--- src/rtl/addsub_pkg.sv ---
// Shared definitions for the pipelined adder/subtractor.
//   op_e        : operation encoding carried on the SUB input (ADD=0, SUB=1)
//   chunk_width : bits resolved per pipeline stage
package addsub_pkg;

  typedef enum logic {
    ADD = 1'b0,
    SUB = 1'b1
  } op_e;

  function automatic int unsigned chunk_width(input int unsigned width,
                                              input int unsigned stages);
    return width / stages;
  endfunction

endpackage

--- src/rtl/addsub_chunk.sv ---
// Combinational CHUNK-bit adder slice.
//   a_i, b_i   : operand chunks (b_i already inverted for subtraction)
//   cin_i      : carry into the chunk
//   sum_o      : chunk sum
//   cout_o     : carry out of the chunk MSB
//   msb_cin_o  : carry into the chunk MSB (used for signed overflow)
module addsub_chunk #(
  parameter int unsigned CHUNK = 8
) (
  input  logic [CHUNK-1:0] a_i,
  input  logic [CHUNK-1:0] b_i,
  input  logic             cin_i,
  output logic [CHUNK-1:0] sum_o,
  output logic             cout_o,
  output logic             msb_cin_o
);

  logic [CHUNK:0] total;

  assign total     = {1'b0, a_i} + {1'b0, b_i} + {{CHUNK{1'b0}}, cin_i};
  assign sum_o     = total[CHUNK-1:0];
  assign cout_o    = total[CHUNK];
  // Sum bit = a ^ b ^ carry-in, so the carry into the MSB falls out directly.
  assign msb_cin_o = a_i[CHUNK-1] ^ b_i[CHUNK-1] ^ sum_o[CHUNK-1];

endmodule

--- src/rtl/pipelined_addsub.sv ---
// Pipelined WIDTH-bit adder/subtractor, one CHUNK-bit slice resolved per stage.
//   CLK, RST_N           : clock, asynchronous active-low reset
//   IN_VALID/IN_READY    : input handshake (IN_READY = not stalled)
//   A, B, SUB, CIN       : operands, op select, carry/borrow-in
//   OUT_VALID/OUT_READY  : output handshake
//   S, COUT, OVF, ZERO   : registered result and flags
module pipelined_addsub #(
  parameter int unsigned WIDTH  = 32,
  parameter int unsigned STAGES = 4
) (
  input  logic             CLK,
  input  logic             RST_N,
  input  logic             IN_VALID,
  output logic             IN_READY,
  input  logic [WIDTH-1:0] A,
  input  logic [WIDTH-1:0] B,
  input  logic             SUB,
  input  logic             CIN,
  output logic             OUT_VALID,
  input  logic             OUT_READY,
  output logic [WIDTH-1:0] S,
  output logic             COUT,
  output logic             OVF,
  output logic             ZERO
);

  import addsub_pkg::*;

  localparam int unsigned CHUNK = chunk_width(WIDTH, STAGES);

  op_e             op;
  logic [WIDTH-1:0] bx;
  logic             c0;
  logic             stall;

  // Stage k registers: operands travel whole; chunks <= k of s_q are final.
  logic [WIDTH-1:0] a_q  [STAGES];
  logic [WIDTH-1:0] bx_q [STAGES];
  logic [WIDTH-1:0] s_q  [STAGES];
  logic             c_q  [STAGES];
  logic             v_q  [STAGES];
  logic             ovf_q;
  logic             zero_q;

  // Stage k inputs (from the ports for k=0, from stage k-1 otherwise).
  logic [WIDTH-1:0] a_in  [STAGES];
  logic [WIDTH-1:0] bx_in [STAGES];
  logic             c_in  [STAGES];
  logic             v_in  [STAGES];
  logic [WIDTH-1:0] s_d   [STAGES];

  logic [CHUNK-1:0] sum_w     [STAGES];
  logic             cout_w    [STAGES];
  logic             msb_cin_w [STAGES];

  assign op       = op_e'(SUB);
  assign bx       = (op == addsub_pkg::SUB) ? ~B : B;
  assign c0       = CIN ^ SUB;
  assign stall    = v_q[STAGES-1] & ~OUT_READY;
  assign IN_READY = ~stall;

  always_comb begin
    v_in[0]  = IN_VALID;
    a_in[0]  = A;
    bx_in[0] = bx;
    c_in[0]  = c0;
    for (int unsigned k = 1; k < STAGES; k++) begin
      v_in[k]  = v_q[k-1];
      a_in[k]  = a_q[k-1];
      bx_in[k] = bx_q[k-1];
      c_in[k]  = c_q[k-1];
    end
  end

  for (genvar k = 0; k < STAGES; k++) begin : g_chunk
    addsub_chunk #(.CHUNK(CHUNK)) u_chunk (
      .a_i       (a_in[k][k*CHUNK +: CHUNK]),
      .b_i       (bx_in[k][k*CHUNK +: CHUNK]),
      .cin_i     (c_in[k]),
      .sum_o     (sum_w[k]),
      .cout_o    (cout_w[k]),
      .msb_cin_o (msb_cin_w[k])
    );
  end

  // Kept apart from the stage-input mux so the adder feedback stays acyclic.
  always_comb begin
    s_d[0]            = '0;
    s_d[0][CHUNK-1:0] = sum_w[0];
    for (int unsigned k = 1; k < STAGES; k++) begin
      s_d[k]                   = s_q[k-1];
      s_d[k][k*CHUNK +: CHUNK] = sum_w[k];
    end
  end

  // Data registers load only behind a valid op, so outputs hold their last
  // result across bubbles.
  always_ff @(posedge CLK or negedge RST_N) begin
    if (!RST_N) begin
      for (int unsigned k = 0; k < STAGES; k++) begin
        v_q[k]  <= 1'b0;
        a_q[k]  <= '0;
        bx_q[k] <= '0;
        s_q[k]  <= '0;
        c_q[k]  <= 1'b0;
      end
      ovf_q  <= 1'b0;
      zero_q <= 1'b1;
    end else if (!stall) begin
      for (int unsigned k = 0; k < STAGES; k++) begin
        v_q[k] <= v_in[k];
        if (v_in[k]) begin
          a_q[k]  <= a_in[k];
          bx_q[k] <= bx_in[k];
          s_q[k]  <= s_d[k];
          c_q[k]  <= cout_w[k];
        end
      end
      if (v_in[STAGES-1]) begin
        ovf_q  <= msb_cin_w[STAGES-1] ^ cout_w[STAGES-1];
        zero_q <= (s_d[STAGES-1] == '0);
      end
    end
  end

  assign OUT_VALID = v_q[STAGES-1];
  assign S         = s_q[STAGES-1];
  assign COUT      = c_q[STAGES-1];
  assign OVF       = ovf_q;
  assign ZERO      = zero_q;

endmodule

--- config.mk ---
export PLATFORM = sky130hd
export DESIGN_NAME = pipelined_addsub
export DESIGN_NICKNAME = d
export VERILOG_FILES = /design/src/rtl/addsub_pkg.sv /design/src/rtl/addsub_chunk.sv /design/src/rtl/pipelined_addsub.sv
export SDC_FILE = /design/constraint.sdc
export NUM_CORES = 1
export LEC_CHECK = 0
export ABC_AREA = 0
export BUFFER_PORTS_ARGS = -buffer_cell sky130_fd_sc_hd__buf_2
export CAP_MARGIN = 20
export CORE_ASPECT_RATIO = 1.2
export CORE_UTILIZATION = 58
export CTS_CLUSTER_DIAMETER = 40
export DETAILED_ROUTE_END_ITERATION = 7
export PLACE_DENSITY_LB_ADDON = 0.08
export SYNTH_ARGS = -nofsm -noshare
export SYNTH_HDL_FRONTEND = slang
export SYNTH_HIERARCHICAL = 1
export SYNTH_SLANG_ARGS = --single-unit
--- constraint.sdc ---
create_clock -name CLK -period 3.1 [get_ports CLK]
set_input_delay 0.31 -clock CLK [delete_from_list [all_inputs] [get_ports CLK]]
set_output_delay 0.31 -clock CLK [all_outputs]
set_load 0.05 [all_outputs]
==> run summary <==
Cell family with most CP delay = adder cells
Initial antenna violation count = 0
Detailed-route via count = 5329
Vias per cell = 5.568
Rows = 48
Routed wire length = 16.53 mm
Largest net degree at the start of global routing = 113
DP HPWL = 11.63 mm
# DRC = 0
Tmin final = 2.554 ns
Remaining Overflow, GRT = 0
Critical path's most frequent cell = fa_1
Int Power = 7.320 mW
Post-synthesis instance total = 643
Max_slew headroom = 0.4221
Final period utilization = 0.8240
Area Overhead vs Synth = 14.74%
Wire per inst = 17.27 um
Worst Setup SP = a_in[24]
Fmax = 0.3915 GHz
MaxCap Viol Count = 0
VDD IR max = 0.0007773 V
Number of diodes = 0
Die area = 15450 um^2
CP cell instances = fa_1, fa_1, a21oi_1, o21bai_1, xor2_1, nor4_1, nand4_1, o31ai_1
HP Start = A[10]
R2r endpoint = ZERO
CP peak stage delay = 0.49 ns
CTS tree = done
P_sw = 4.566 mW
Fin util = 0.6876
Reg2reg path depth = 8
Part of the power in registers = 0.358
Cell Pwr Density = 1194 nW/um^2
Die width = 113.6 um
RD Place Congestion = 0.8124
Clock transition at path regs = 0.06 ns
Initial Utilization = 0.5992
Htree depth = 4
Iteration-0 DRC Markers = 212
Commonest non-fill, non-tap cell in the layout = dfrtp_1
Hold Path Class = in -> reg
Yosys warnings = 6
WS Path Type = reg -> reg
Crit. End Element = flip-flop
Root Buffer = clkbuf_16
Global-route wire length before repair = 26.83 mm
TritonCTS Buffers = 17
Worst skew pair latency = 0.43 ns
Startpoint types = flip-flop
Final hold vios = 0
Sw frac = 0.3841
Share of post-route cells with drive strength above 1 = 0.4227
Core footprint = 14470 um^2
Worst Path Max Fanout = 2
Final clock skew = 0.006463 ns
Vias in the first global route = 5531
Reg2reg start = a_in[24]
Syn Area/Cell = 13.49 um^2
Worst slew pin tran = 0.8637 ns
I/O pins = 107
Outcome = completed
Total leakage power = 4.360 nW
Comb power frac = 0.463
Worst path required time = 3.43 ns
Die Span Y = 136.0 um
DRT antenna net count = 0
Synth Cell Area = 8673 um^2
Total negative slack = 0 ns
Hold endpoint = a_in[74]
Clock share of power = 0.179
R2R setup slack = 0.55 ns
Nets = 852
Overall Global Routing Usage = 0.2285
I/O Buffers = 106
Hold path depth = 2
Highest-delay cell along the critical path = fa_1
First drt pass iteration count = 4
RSZ-0062 raised after global routing = no
Crit path DAT = 2.89 ns
CP bufs+invs = 0
Final Max Slew Viols = 0
Final setup violation count = 0
Most frequent cells in the layout = 185 x dfrtp_1, 154 x mux2_2, 105 x buf_2
Post-synth net total = 749
Fill cells = 1014
CTS sink cnt = 186
Max Buffers Root-to-Sink = 2
-- layout make-up --
| cell class | instances | area [um^2] | share of cell area |
|---|---|---|---|
| Sequential cell | 186 | 4656 | 0.4678 |
| Multi-Input combinational cell | 410 | 3782 | 0.3801 |
| Clock buffer | 23 | 488.0 | 0.04903 |
| Timing Repair Buffer | 113 | 616.8 | 0.06198 |
| Tap cell | 200 | 250.2 | 0.02514 |
| Inverter | 18 | 67.56 | 0.006789 |
| Clock inverter | 7 | 91.34 | 0.009178 |
-- worst register-to-register path, delay by kind of cell, from the launching register on --
family,cells,cell delay (ns)
AO/OA/AOI/OAI,3,0.57
XOR/XNOR,1,0.16
adder cells (fa/ha/maj),2,0.91
flip-flops,1,0.40
AND/OR/NAND/NOR,2,0.41
-- through the flow --
step                cells  setup slack, ns  instance area [um^2]  total power, mW  hold WS (ns)
floorplan             643           0.6537                  8673            8.524       0.01441
global placement      926           0.6190                  9363            9.580        0.2146
detailed placement    926           0.5321                  9363            9.821        0.2199
CTS                   957           0.5459                  9952            12.00       0.09393
global route          957           0.4345                  9952            12.65       0.09315
finish                957           0.5456                  9952            11.89        0.1128
-- power groups by stage --
stage / Sequential, mW / Combinational [mW] / Clock [mW]
finish: 4.26 / 5.50 / 2.13
global route: 4.39 / 5.99 / 2.27
CTS: 4.27 / 5.55 / 2.17
detailed placement: 4.30 / 5.52 / 0
global placement: 4.25 / 5.33 / 0
floorplan: 4.89 / 3.63 / 0
-- per-layer routing --
metal / track usage / up-vias / routed length (um)
li1: - / 2529 / -
met5: 0 / - / 0
met4: 0.1045 / 0 / 446
met3: 0.04191 / 30 / 484
met2: 0.4099 / 109 / 8770
met1: 0.2649 / 2661 / 6830
-- flip-flops by register name, summed over array words and instances (netlist names), 3 cells and up --
name   cells
a_in      48
bx_in     48
s_d       48
S         32
c_in       3
v_in       3
-- worst max path at each step --
stage          cells after the start  slack [ns]      end
5_1_grt                            8        0.43     ZERO
3_3_place_gp                       8        0.62     ZERO
2_1_floorplan                      9        0.65  c_in[2]
4_1_cts                            8        0.55     ZERO
3_5_place_dp                       8        0.53  c_in[2]
6_report                           8        0.55     ZERO
-- what timing repair did --
action                    4_1_cts  5_1_grt
resized for setup               0        0
setup buffers                   0        0
hold buffers                    1        0
hold endpoints to repair       33        0
No activity file was read; power rests on OpenSTA's default activity.
